**src/rtl/fp_addsub_pipe.sv**
```systemverilog
// Three-stage pipelined floating-point adder/subtractor with round-to-nearest-even,
// flush-to-zero, canonical NaN, exception flags and a global-stall valid/ready handshake.
module fp_addsub_pipe #(
   parameter int EXP_W = 8,
   parameter int MAN_W = 23,
   localparam int W = 1 + EXP_W + MAN_W
) (
   input  logic         clk,
   input  logic         rst,
   input  logic         in_valid,
   output logic         in_ready,
   input  logic [W-1:0] a,
   input  logic [W-1:0] b,
   input  logic         sub,
   output logic         out_valid,
   input  logic         out_ready,
   output logic [W-1:0] result,
   output logic [3:0]   flags
);

   localparam int N    = MAN_W + 4;
   localparam int LZ_W = $clog2(N + 1);
   localparam int E_W  = ((EXP_W > LZ_W) ? EXP_W : LZ_W) + 2;
   localparam logic [EXP_W-1:0] EXP_ONES = '1;
   localparam logic [W-1:0]     QNAN     = {1'b0, EXP_ONES, 1'b1, {(MAN_W-1){1'b0}}};
   localparam logic [E_W-1:0]   SH_MAX   = E_W'(MAN_W + 3);
   localparam logic [E_W-1:0]   E_MAX    = E_W'((1 << EXP_W) - 1);

   function automatic logic [N-1:0] align_shr(input logic [N-1:0] v, input logic [E_W-1:0] d);
      logic [N-1:0] lost_mask;
      if (d >= SH_MAX) return {{(N-1){1'b0}}, 1'b1};
      lost_mask = ~({N{1'b1}} << d);
      return (v >> d) | {{(N-1){1'b0}}, |(v & lost_mask)};
   endfunction

   function automatic logic [LZ_W-1:0] lzc(input logic [N-1:0] v);
      logic [LZ_W-1:0] cnt;
      logic            found;
      cnt   = '0;
      found = 1'b0;
      for (int i = N - 1; i >= 0; i--) begin
         if (!found) begin
            if (v[i]) found = 1'b1;
            else      cnt   = cnt + 1'b1;
         end
      end
      return cnt;
   endfunction

   // Layout {hidden, mantissa, guard, round, sticky}
   function automatic logic rne_inc(input logic [N-1:0] m);
      return m[2] & (m[3] | m[1] | m[0]);
   endfunction

   logic en;
   logic vld_p1_q, vld_p1_d, vld_p2_q, vld_p2_d, vld_p3_q;
   logic spec_p1_q, spec_p1_d, spec_p2_q, spec_p2_d;
   logic [W-1:0] spec_res_p1_q, spec_res_p1_d, spec_res_p2_q, spec_res_p2_d;
   logic [3:0] spec_flg_p1_q, spec_flg_p1_d, spec_flg_p2_q, spec_flg_p2_d;
   logic sgn_p1_q, sgn_p1_d, sgn_p2_q, sgn_p2_d;
   logic [EXP_W-1:0] exp_p1_q, exp_p1_d, exp_p2_q, exp_p2_d;
   logic [N-1:0] mx_p1_q, mx_p1_d, my_p1_q, my_p1_d;
   logic esub_p1_q, esub_p1_d;
   logic [N:0] sum_p2_q, sum_p2_d;
   logic [W-1:0] res_p3_q, res_p3_d;
   logic [3:0] flg_p3_q, flg_p3_d;

   assign en        = !vld_p3_q | out_ready;
   assign in_ready  = en;
   assign out_valid = vld_p3_q;
   assign result    = res_p3_q;
   assign flags     = flg_p3_q;

   // Stage 1: unpack, classify specials, swap so X has the larger magnitude, align Y
   logic sa, sb, a_zero, b_zero, a_inf, b_inf, a_nan, b_nan, swap;
   logic [EXP_W-1:0] ea, eb, ex, ey;
   logic [MAN_W-1:0] ma, mb;

   always_comb begin
      sa     = a[W-1];
      ea     = a[W-2:MAN_W];
      ma     = a[MAN_W-1:0];
      sb     = b[W-1] ^ sub;
      eb     = b[W-2:MAN_W];
      mb     = b[MAN_W-1:0];
      a_zero = (ea == '0);
      b_zero = (eb == '0);
      a_inf  = (ea == EXP_ONES) && (ma == '0);
      b_inf  = (eb == EXP_ONES) && (mb == '0);
      a_nan  = (ea == EXP_ONES) && (ma != '0);
      b_nan  = (eb == EXP_ONES) && (mb != '0);
      swap   = {eb, mb} > {ea, ma};

      spec_p1_d     = 1'b1;
      spec_res_p1_d = '0;
      spec_flg_p1_d = '0;
      if (a_nan || b_nan) begin
         spec_res_p1_d = QNAN;
      end else if (a_inf && b_inf) begin
         if (sa != sb) begin
            spec_res_p1_d = QNAN;
            spec_flg_p1_d = 4'b1000;
         end else begin
            spec_res_p1_d = {sa, EXP_ONES, {MAN_W{1'b0}}};
         end
      end else if (a_inf) begin
         spec_res_p1_d = {sa, EXP_ONES, {MAN_W{1'b0}}};
      end else if (b_inf) begin
         spec_res_p1_d = {sb, EXP_ONES, {MAN_W{1'b0}}};
      end else if (a_zero && b_zero) begin
         spec_res_p1_d = {sa & sb, {(W-1){1'b0}}};
      end else if (a_zero) begin
         spec_res_p1_d = {sb, eb, mb};
      end else if (b_zero) begin
         spec_res_p1_d = {sa, ea, ma};
      end else begin
         spec_p1_d = 1'b0;
      end

      ex        = swap ? eb : ea;
      ey        = swap ? ea : eb;
      sgn_p1_d  = swap ? sb : sa;
      exp_p1_d  = ex;
      esub_p1_d = sa ^ sb;
      mx_p1_d   = {1'b1, (swap ? mb : ma), 3'b000};
      my_p1_d   = align_shr({1'b1, (swap ? ma : mb), 3'b000},
                            {{(E_W-EXP_W){1'b0}}, ex} - {{(E_W-EXP_W){1'b0}}, ey});
      vld_p1_d  = in_valid;
   end

   // Stage 2: magnitude add or subtract, carry-out kept
   always_comb begin
      vld_p2_d      = vld_p1_q;
      spec_p2_d     = spec_p1_q;
      spec_res_p2_d = spec_res_p1_q;
      spec_flg_p2_d = spec_flg_p1_q;
      sgn_p2_d      = sgn_p1_q;
      exp_p2_d      = exp_p1_q;
      sum_p2_d      = esub_p1_q ? ({1'b0, mx_p1_q} - {1'b0, my_p1_q})
                                : ({1'b0, mx_p1_q} + {1'b0, my_p1_q});
   end

   // Stage 3: normalize, round to nearest even, overflow/underflow, result select
   logic [E_W-1:0] ex_e, lz_e, sh, e_n, e_f;
   logic [N-1:0]   m_n;
   logic [MAN_W+1:0] m_r;
   logic [MAN_W-1:0] frac;
   logic uf, inx;

   always_comb begin
      ex_e = {{(E_W-EXP_W){1'b0}}, exp_p2_q};
      lz_e = {{(E_W-LZ_W){1'b0}}, lzc(sum_p2_q[N-1:0])};
      sh   = '0;
      uf   = 1'b0;
      if (sum_p2_q[N]) begin
         m_n = {sum_p2_q[N:2], sum_p2_q[1] | sum_p2_q[0]};
         e_n = ex_e + 1'b1;
      end else begin
         uf  = (lz_e >= ex_e);
         sh  = uf ? (ex_e - 1'b1) : lz_e;
         m_n = sum_p2_q[N-1:0] << sh;
         e_n = ex_e - sh;
      end
      inx = |m_n[2:0];
      m_r = {1'b0, m_n[N-1:3]} + {{(MAN_W+1){1'b0}}, rne_inc(m_n)};
      if (m_r[MAN_W+1]) begin
         frac = m_r[MAN_W:1];
         e_f  = e_n + 1'b1;
      end else begin
         frac = m_r[MAN_W-1:0];
         e_f  = e_n;
      end

      res_p3_d = res_p3_q;
      flg_p3_d = flg_p3_q;
      if (en && vld_p2_q) begin
         if (spec_p2_q) begin
            res_p3_d = spec_res_p2_q;
            flg_p3_d = spec_flg_p2_q;
         end else if (sum_p2_q == '0) begin
            res_p3_d = '0;
            flg_p3_d = 4'b0000;
         end else if (uf) begin
            res_p3_d = {sgn_p2_q, {(W-1){1'b0}}};
            flg_p3_d = 4'b0011;
         end else if (e_f >= E_MAX) begin
            res_p3_d = {sgn_p2_q, EXP_ONES, {MAN_W{1'b0}}};
            flg_p3_d = 4'b0101;
         end else begin
            res_p3_d = {sgn_p2_q, e_f[EXP_W-1:0], frac};
            flg_p3_d = {3'b000, inx};
         end
      end
   end

   always_ff @(posedge clk) begin
      if (rst) begin
         vld_p1_q <= 1'b0;
         vld_p2_q <= 1'b0;
         vld_p3_q <= 1'b0;
         res_p3_q <= '0;
         flg_p3_q <= '0;
      end else begin
         if (en) begin
            vld_p1_q <= vld_p1_d;
            vld_p2_q <= vld_p2_d;
            vld_p3_q <= vld_p2_q;
         end
         res_p3_q <= res_p3_d;
         flg_p3_q <= flg_p3_d;
      end
   end

   always_ff @(posedge clk) begin
      if (en) begin
         spec_p1_q     <= spec_p1_d;
         spec_res_p1_q <= spec_res_p1_d;
         spec_flg_p1_q <= spec_flg_p1_d;
         sgn_p1_q      <= sgn_p1_d;
         exp_p1_q      <= exp_p1_d;
         mx_p1_q       <= mx_p1_d;
         my_p1_q       <= my_p1_d;
         esub_p1_q     <= esub_p1_d;
         spec_p2_q     <= spec_p2_d;
         spec_res_p2_q <= spec_res_p2_d;
         spec_flg_p2_q <= spec_flg_p2_d;
         sgn_p2_q      <= sgn_p2_d;
         exp_p2_q      <= exp_p2_d;
         sum_p2_q      <= sum_p2_d;
      end
   end

endmodule

```
**config.mk**
```make
export PLATFORM = sky130hd
export DESIGN_NAME = fp_addsub_pipe
export DESIGN_NICKNAME = d
export VERILOG_FILES = /design/src/rtl/fp_addsub_pipe.sv
export SDC_FILE = /design/constraint.sdc
export NUM_CORES = 1
export LEC_CHECK = 0
export BUFFER_PORTS_ARGS = -buffer_cell sky130_fd_sc_hd__buf_2
export CORE_MARGIN = 2
export CORE_UTILIZATION = 63
export DETAILED_ROUTE_END_ITERATION = 16
export GPL_TIMING_DRIVEN = 0
export PLACE_DENSITY = 0.92
export SLEW_MARGIN = 25
export SYNTH_ARGS = -nofsm -noshare
export SYNTH_HDL_FRONTEND = slang
export SYNTH_SLANG_ARGS = --single-unit
```
**constraint.sdc**
```tcl
create_clock -name clk -period 24.2 [get_ports clk]
set_clock_uncertainty 0.1 [all_clocks]
set_input_delay 4.84 -clock clk [delete_from_list [all_inputs] [get_ports clk]]
set_output_delay 4.84 -clock clk [all_outputs]
set_load 0.05 [all_outputs]
```
==> Word-level counts from Yosys, hierarchy flattened <==
Index checks and enable logic that the tools add are counted.
W data, S select, Z words.
{ "word_totals": {"output_inout_bits": 38, "rom_bits": 0, "input_bits": 69, "wordCells": 231, "memories": 0, "reg_bits": 210, "latchBits": 0, "mem_bits_rw": 0} }
{ "op_classes": {"n_shift": 3, "magnitude_cmp": 4, "div_mod_pow": 0, "mux": 136, "n_mul": 0, "n_addsub": 34, "reduce_logical": 20, "bitwise": 12, "eq_ne": 3} }
{ "op_table": {"columns": ["operator", "n"], "rows": [
  ["$mux W32", 9],
  ["$mux W5", 52],
  ["$add A5 B1 Y5 const B", 26],
  ["$mux W27", 3],
  ["$mux W23", 3],
  ["$mux W31", 2],
  ["$mux W1", 56],
  ["$logic_not A23 Y1", 2],
  ["$reduce_bool A23 Y1", 2],
  ["$gt A31 B31 Y1", 1],
  ["$mux W10", 3],
  ["$add A27 B27 Y28", 1],
  ["$logic_not A28 Y1", 1],
  ["$mux W28", 1],
  ["$sub A27 B27 Y28", 1],
  ["$and A27 B27 Y27", 1],
  ["$not A27 Y27", 1],
  ["$or A27 B1 Y27", 1],
  ["$reduce_or A27 Y1", 1],
  ["$shl A27 B10 Y27", 1],
  ["$shl A27 B10 Y27 const A", 1],
  ["$shr A27 B10 Y27", 1],
  ["$add A24 B1 Y25", 1],
  ["$eq A8 B8 Y1 const B", 2],
  ["other kinds (23)", 39]
]} }

==> Longest topological paths before layout <==
{ "logic_depth": {"depth_word": 93, "depth_mapped": 97, "ltp_nobuf": 92} }

==> Least setup slack after synthesis <==
No wires, ideal clock.
{ "synth_path": {"path_type": "register to register", "start": "register sum_p2_q[24]", "end": "register res_p3_q[23] (netlist: result[23])", "slack_ns": 6.877, "period_less_slack_ns": 17.323, "setup_ns": 0.091, "t_arrival_ns": 17.132, "stages_incl_launch_ff": 91, "required_ns": 24.009, "path_buffers": 5, "path_cell_list": "edfxtp_1 > clkbuf_1 > a21o_1 > inv_1 > ha_1 > nor3_1 > nor3_1 > ha_1 > nor2b_1 > o2111ai_1 > nand2_1 > o21ai_0 > ha_1 > nor2b_1 > a211o_1 > a21oi_1 > a21oi_1 > nor2_1 > (+55 left out) > a21boi_1 > clkbuf_1 > buf_1 > a21oi_1 > nor2_1 > mux2i_1 > a21oi_1 > a21oi_1 > o31ai_1 > nand3_1 > or4b_1 > clkbuf_1 > or4_1 > buf_2 > nor4b_4 > mux2i_1 > o21ai_1 > a311oi_1"} }
{ "synth_via": {"elab_chain_cells": 88, "word_cells_on_any_way": 118, "classes_between": "27 x add/sub; 2 x order compare; 1 x shift; 84 x mux; 3 x bitwise; 1 x reduce/logical"} }
{ "synth_rtl": {"columns": ["item", "line", "source"], "rows": [
  ["from (decl)", "64", "logic [N:0] sum_p2_q, sum_p2_d;"],
  ["from (signal assigned)", "229", "sum_p2_q <= sum_p2_d;"],
  ["$mux W5", "43", "if (v[i]) found = 1'b1;"],
  ["$mux W5", "42", "if (!found) begin"],
  ["$add A5 B1 Y5", "44", "else cnt = cnt + 1'b1;"],
  ["$mux W5", "43", null],
  ["$mux W5", "42", null],
  ["$add A5 B1 Y5", "44", null],
  ["$mux W5", "43", null],
  ["$mux W5", "42", null],
  ["(+72 left out)", null, null],
  ["$and A1 B1 Y1", "52", "return m[2] & (m[3] | m[1] | m[0]);"],
  ["$add A24 B1 Y25", "165", "m_r = {1'b0, m_n[N-1:3]} + {{(MAN_W+1){1'b0}}, rne_inc(m_n)};"],
  ["$mux W10", "166", "if (m_r[MAN_W+1]) begin"],
  ["$ge A10 B8 Y1", "186", "end else if (e_f >= E_MAX) begin"],
  ["$mux W31", "186", null],
  ["$mux W31", "183", "end else if (uf) begin"],
  ["$mux W32 (*)", "180", "end else if (sum_p2_q == '0) begin"],
  ["$mux W32 (*)", "177", "if (spec_p2_q) begin"],
  ["to (signal assigned)", "209", "res_p3_q <= res_p3_d;"],
  ["to (decl)", "65", "logic [W-1:0] res_p3_q, res_p3_d;"]
]} }
Every way passes the cells marked *; elsewhere a longest branch is shown, timed or not.
A chain may end at the register's enable or synchronous reset.

==> Worst setup path in the final report <==
{ "layout_path": {"start": "register sum_p2_q[24]", "end": "register res_p3_q[19] (netlist: result[19])"} }
The elaborated chain is that of the path after synthesis.

==> metrics.sh <==
SETUP_REPAIR_AFTER_GLOBAL_ROUTING_MISSED_ITS_MARGIN='false'
IR_WORST_VDD_mV=0.0530
BUSIEST_LAYER='met2'
CLOCKROOTBUFFER='clkbuf_16'
DIE-AREA_MM2=0.0317
DRT_WL_TOTAL_UM=64600
NUMBER_OF_GLOBAL_ROUTE_VIAS_BEFORE_REPAIR=18300
CTS_RESIZED=0
TRITONCTS='done'
GROUTE.LAYER.MET3.USAGE=0.0629
ANTENNA_LEFT=0
STATUS='complete, no violations'
FIRSTDRTPASSITERS=6
CTS.HTREE.LEVELS=1
WORST_SETUP_PATH_STARTPOINT='sum_p2_q[24]$_DFFE_PN_'
CRIT_PATH_END='result[19]$_SDFFE_PP0P_'
STARTING_DENSITY_OF_THE_CORE=0.643
SYNTH.MOST_COMMON_CELL='nor2_1'
CP.REQUIRED_NS=24.53
DRIVE_GT1_FRAC=0.0849
PLACED_CELLS=2800
FIN_AREA_MM2=0.0209
FIRST_ITER_VIOLATIONS=2491
FLOORPLAN.CORE_AREA_MM2=0.0297
HP-START='spec_res_p1_q[5]$_SDFFCE_PP0N_'
LENGTH_IN_CELLS_OF_THE_WORST_REG_TO_REG_PATH=90
CELL_TAKING_THE_MOST_AREA_AFTER_SYNTHESIS='edfxtp_1'
SYNTH_SEQUENTIAL_AREA_RATIO=0.300
ROUTE.DETAILED.DRC=0
FIN_WS_NS=2.79
SYNTHTOPCELLSBYAREA='edfxtp_1, mux2i_1, ha_1'
SETUP-VIOLATIONS-FINAL=0
MAPPEDNETLISTAREA_MM2=0.0191
PORT_BUFFERS=106
AREA.GROWTH.SYNTH_TO_FINAL_PCT=9.30
POST_LAYOUT_NONFILLER_INSTANCES=2840
WORSTSETUPSTARTPOINTTYPE='flip-flop'
TIMING.FINAL.CRIT_PERIOD_NS=21.41
POWER_PER_CELL_AREA_mW_PER_MM2=81.3
CLOCK_LATENCY_NS=0.52
YS.WARNINGS.COUNT=0
MAX_CLOCK_FREQ_MHz=46.7
CTS_MADE_BUFFERS=22
DP_SLACK_NS=3.49
SETUP.REG_TO_REG.WORST_SLACK_NS=2.79
SYNTH-SEQ-CELLS=204
DISTINCT_CELLS_SYNTH=93
FINALWEIGHTEDCONGESTION=1.10
POWER.STATIC_LEAKAGE_nW=8.63
GR-TOTAL-OVERFLOW=0
CHIPWIDTH_UM=178
CP.ARRIVAL_NS=21.74
ANTENNA_VIOLATIONS_BEFORE_REPAIR=0
GROUTE.LAYER.MET2.USAGE=0.653
NUMBER_OF_HOLD_BUFFERS_ADDED_AFTER_CTS=0
DIE_H_UM=178
TOTAL_NEGATIVE_SLACK_FOR_SETUP_CHECKS_NS=0
DP_HPWL_UM=50400
MAX_SLEW.WORST_PIN.SLEW_NS=1.14
TIMING.FINAL.CRIT_SHARE=0.885
CRITICALPATHCATEGORY='reg -> reg'
VIAS=19400
R2R_END='result[19]$_SDFFE_PP0P_'
YS_TOP_CELLS_BY_COUNT='nor2_1, nand2_1, a21oi_1'
GROUTE.USAGE.OVERALL=0.399
CTS_SETUP_BUFFERS=0
YOSYS.AREA.TOP_TYPE_SHARE=0.259
CP_MAX_FO=10
FIN_NETS=2622
ROUTE.DETAILED.VIAS_PER_INST=6.84
GRT_MAX_DEGREE=59
CELL_WITH_THE_MOST_INSTANCES_ON_THE_WORST_PATH='ha_1'
DRT-WIRELENGTH-PER-CELL_UM=22.8
ANTENNA_CELLS=0
RELSLEWSLACK=0.236
HOLD_PATH_CLASS='reg -> reg'
MAX_CAP_VIOL_COUNT=0
GLOBAL_ROUTE.USAGE.MET1=0.509
GRT_FIRST_PASS_WIRELENGTH_UM=98900
FINISH.UTILIZATION=0.703
SYNTH_EDF_COUNT=165
POSTSYNTHCELLCOUNT=2301
MAXSLEWVIOLCOUNT=0
SYNTHESIS.AREA_PER_INSTANCE_UM2=8.31
POSTSYNTH.ASYNCRESETSHARE=0
SYNTH_FF_TYPE='edfxtp_1'
CATEGORY_OF_THE_WORST_SETUP_PATH_CAPTURE_POINT='flip-flop'
WORSTREG2REGSTART='sum_p2_q[24]$_DFFE_PN_'
NUMBER_OF_ENDPOINTS_WITH_NEGATIVE_HOLD_SLACK_IN_THE_FINAL_REPORT=0
ROW_COUNT=63
CTS_SINKS=204
PLACEDINSTANCEAREA_MM2=0.0202
DELAY_OF_THE_SLOWEST_CRITICAL_PATH_STAGE_NS=0.75
CPMAXSTAGEDELAYCELL='nor4_1'
IO_PINS=107
CTS.REPORTEDPATHS.CLKPINSLEW_NS=0.06
CTS_BUFFER_DEPTH=3
POSTSYNTHNETCOUNT=2489
-- stage by stage --
stage	power, mW	hold slack [ns]
after detailed placement	1.34	0.305
after floorplan	1.09	0.300
after CTS	1.66	0.312
after global placement	1.33	0.303
final	1.70	0.316
after global routing	1.78	0.323
-- per-layer routing --
layer,part of all wire,wire (um)
met1,0.38,24800
met2,0.45,29300
met3,0.10,6480
met4,0.063,4090
met5,0,0
-- worst max-delay path, delay by kind of cell (launching register included) --
kind,cells,cell delay [ns]
buffers and inverters,9,2.36
AND/OR/NAND/NOR,30,5.63
multiplexers,3,0.50
AO/OA/AOI/OAI,32,7.25
adder cells (fa/ha/maj),15,4.61
XOR/XNOR,1,0.52
flip-flops,1,0.34
-- state kept, by name (all words and copies together) (netlist names) --
signal         flops
spec_res_p2_q     32
mx_p1_q           23
sgn_p2_q           1
sgn_p1_q           1
spec_res_p1_q     32
out_valid          1
my_p1_q           27
vld_p2_q           1
spec_p2_q          1
exp_p2_q           8
spec_flg_p2_q      1
spec_p1_q          1
result            32
vld_p1_q           1
flags              4
spec_flg_p1_q      1
exp_p1_q           8
esub_p1_q          1
sum_p2_q          28
-- power by group --
group | internal [mW] | switching [mW]
Combinational | 0.316 | 0.601
Clock | 0.176 | 0.139
Sequential | 0.426 | 0.0402
Total | 0.918 | 0.780
-- area by class of cell --
| type | count | area (um2) |
|---|---|---|
| Buffer | 133 | 532 |
| Clock buffer | 27 | 589 |
| Clock inverter | 13 | 93.8 |
| Fill cell | 2319 | 8830 |
| Inverter | 117 | 439 |
| Multi-Input combinational cell | 1847 | 12400 |
| Sequential cell | 204 | 5740 |
| Tap cell | 390 | 488 |
| Timing Repair Buffer | 109 | 598 |
-- placed cells by master (no fill, tap or decap), types with 17 or more instances in the layout --
cell type	instances
nor2_1	247
a21oi_1	177
ha_1	117
o21a_1	17
o21bai_1	29
nand4_1	31
or3_1	18
nor3_1	59
o22ai_1	18
and2_1	18
a21o_1	28
nor2b_1	32
nand2b_1	24
dfxtp_1	39
clkbuf_1	110
xor2_1	46
a211oi_1	37
o21ai_0	128
buf_2	110
clkbuf_16	22
a31oi_1	18
nand3_1	55
nor4_1	30
xnor2_1	71
edfxtp_1	165
nand2_1	219
inv_1	113
mux2i_1	153
-- how the worst min path moves through the flow --
stage	to	slack (ns)	cells past startpoint
floorplan	exp_p2_q[0]$_DFFE_PN_	0.30	0
global placement	spec_res_p2_q[28]$_DFFE_PN_	0.30	0
detailed placement	spec_res_p2_q[12]$_DFFE_PN_	0.30	0
CTS	spec_res_p2_q[5]$_DFFE_PN_	0.31	0
global route	spec_res_p2_q[2]$_DFFE_PN_	0.32	0
finish	spec_res_p2_q[5]$_DFFE_PN_	0.32	0
-- kinds of logic (layout without fill, tap and decap cells) --
family	Yosys count	in the layout	share of synthesized area
fa+ha+maj	123	123	0.0808
compound gates	625	625	0.214
xor+xnor	128	128	0.0647
buf+inv	250	399	0.0506
flops	204	204	0.300
mux	169	169	0.0900
simple gates	802	802	0.200
No activity file was read; power rests on OpenSTA's default activity.
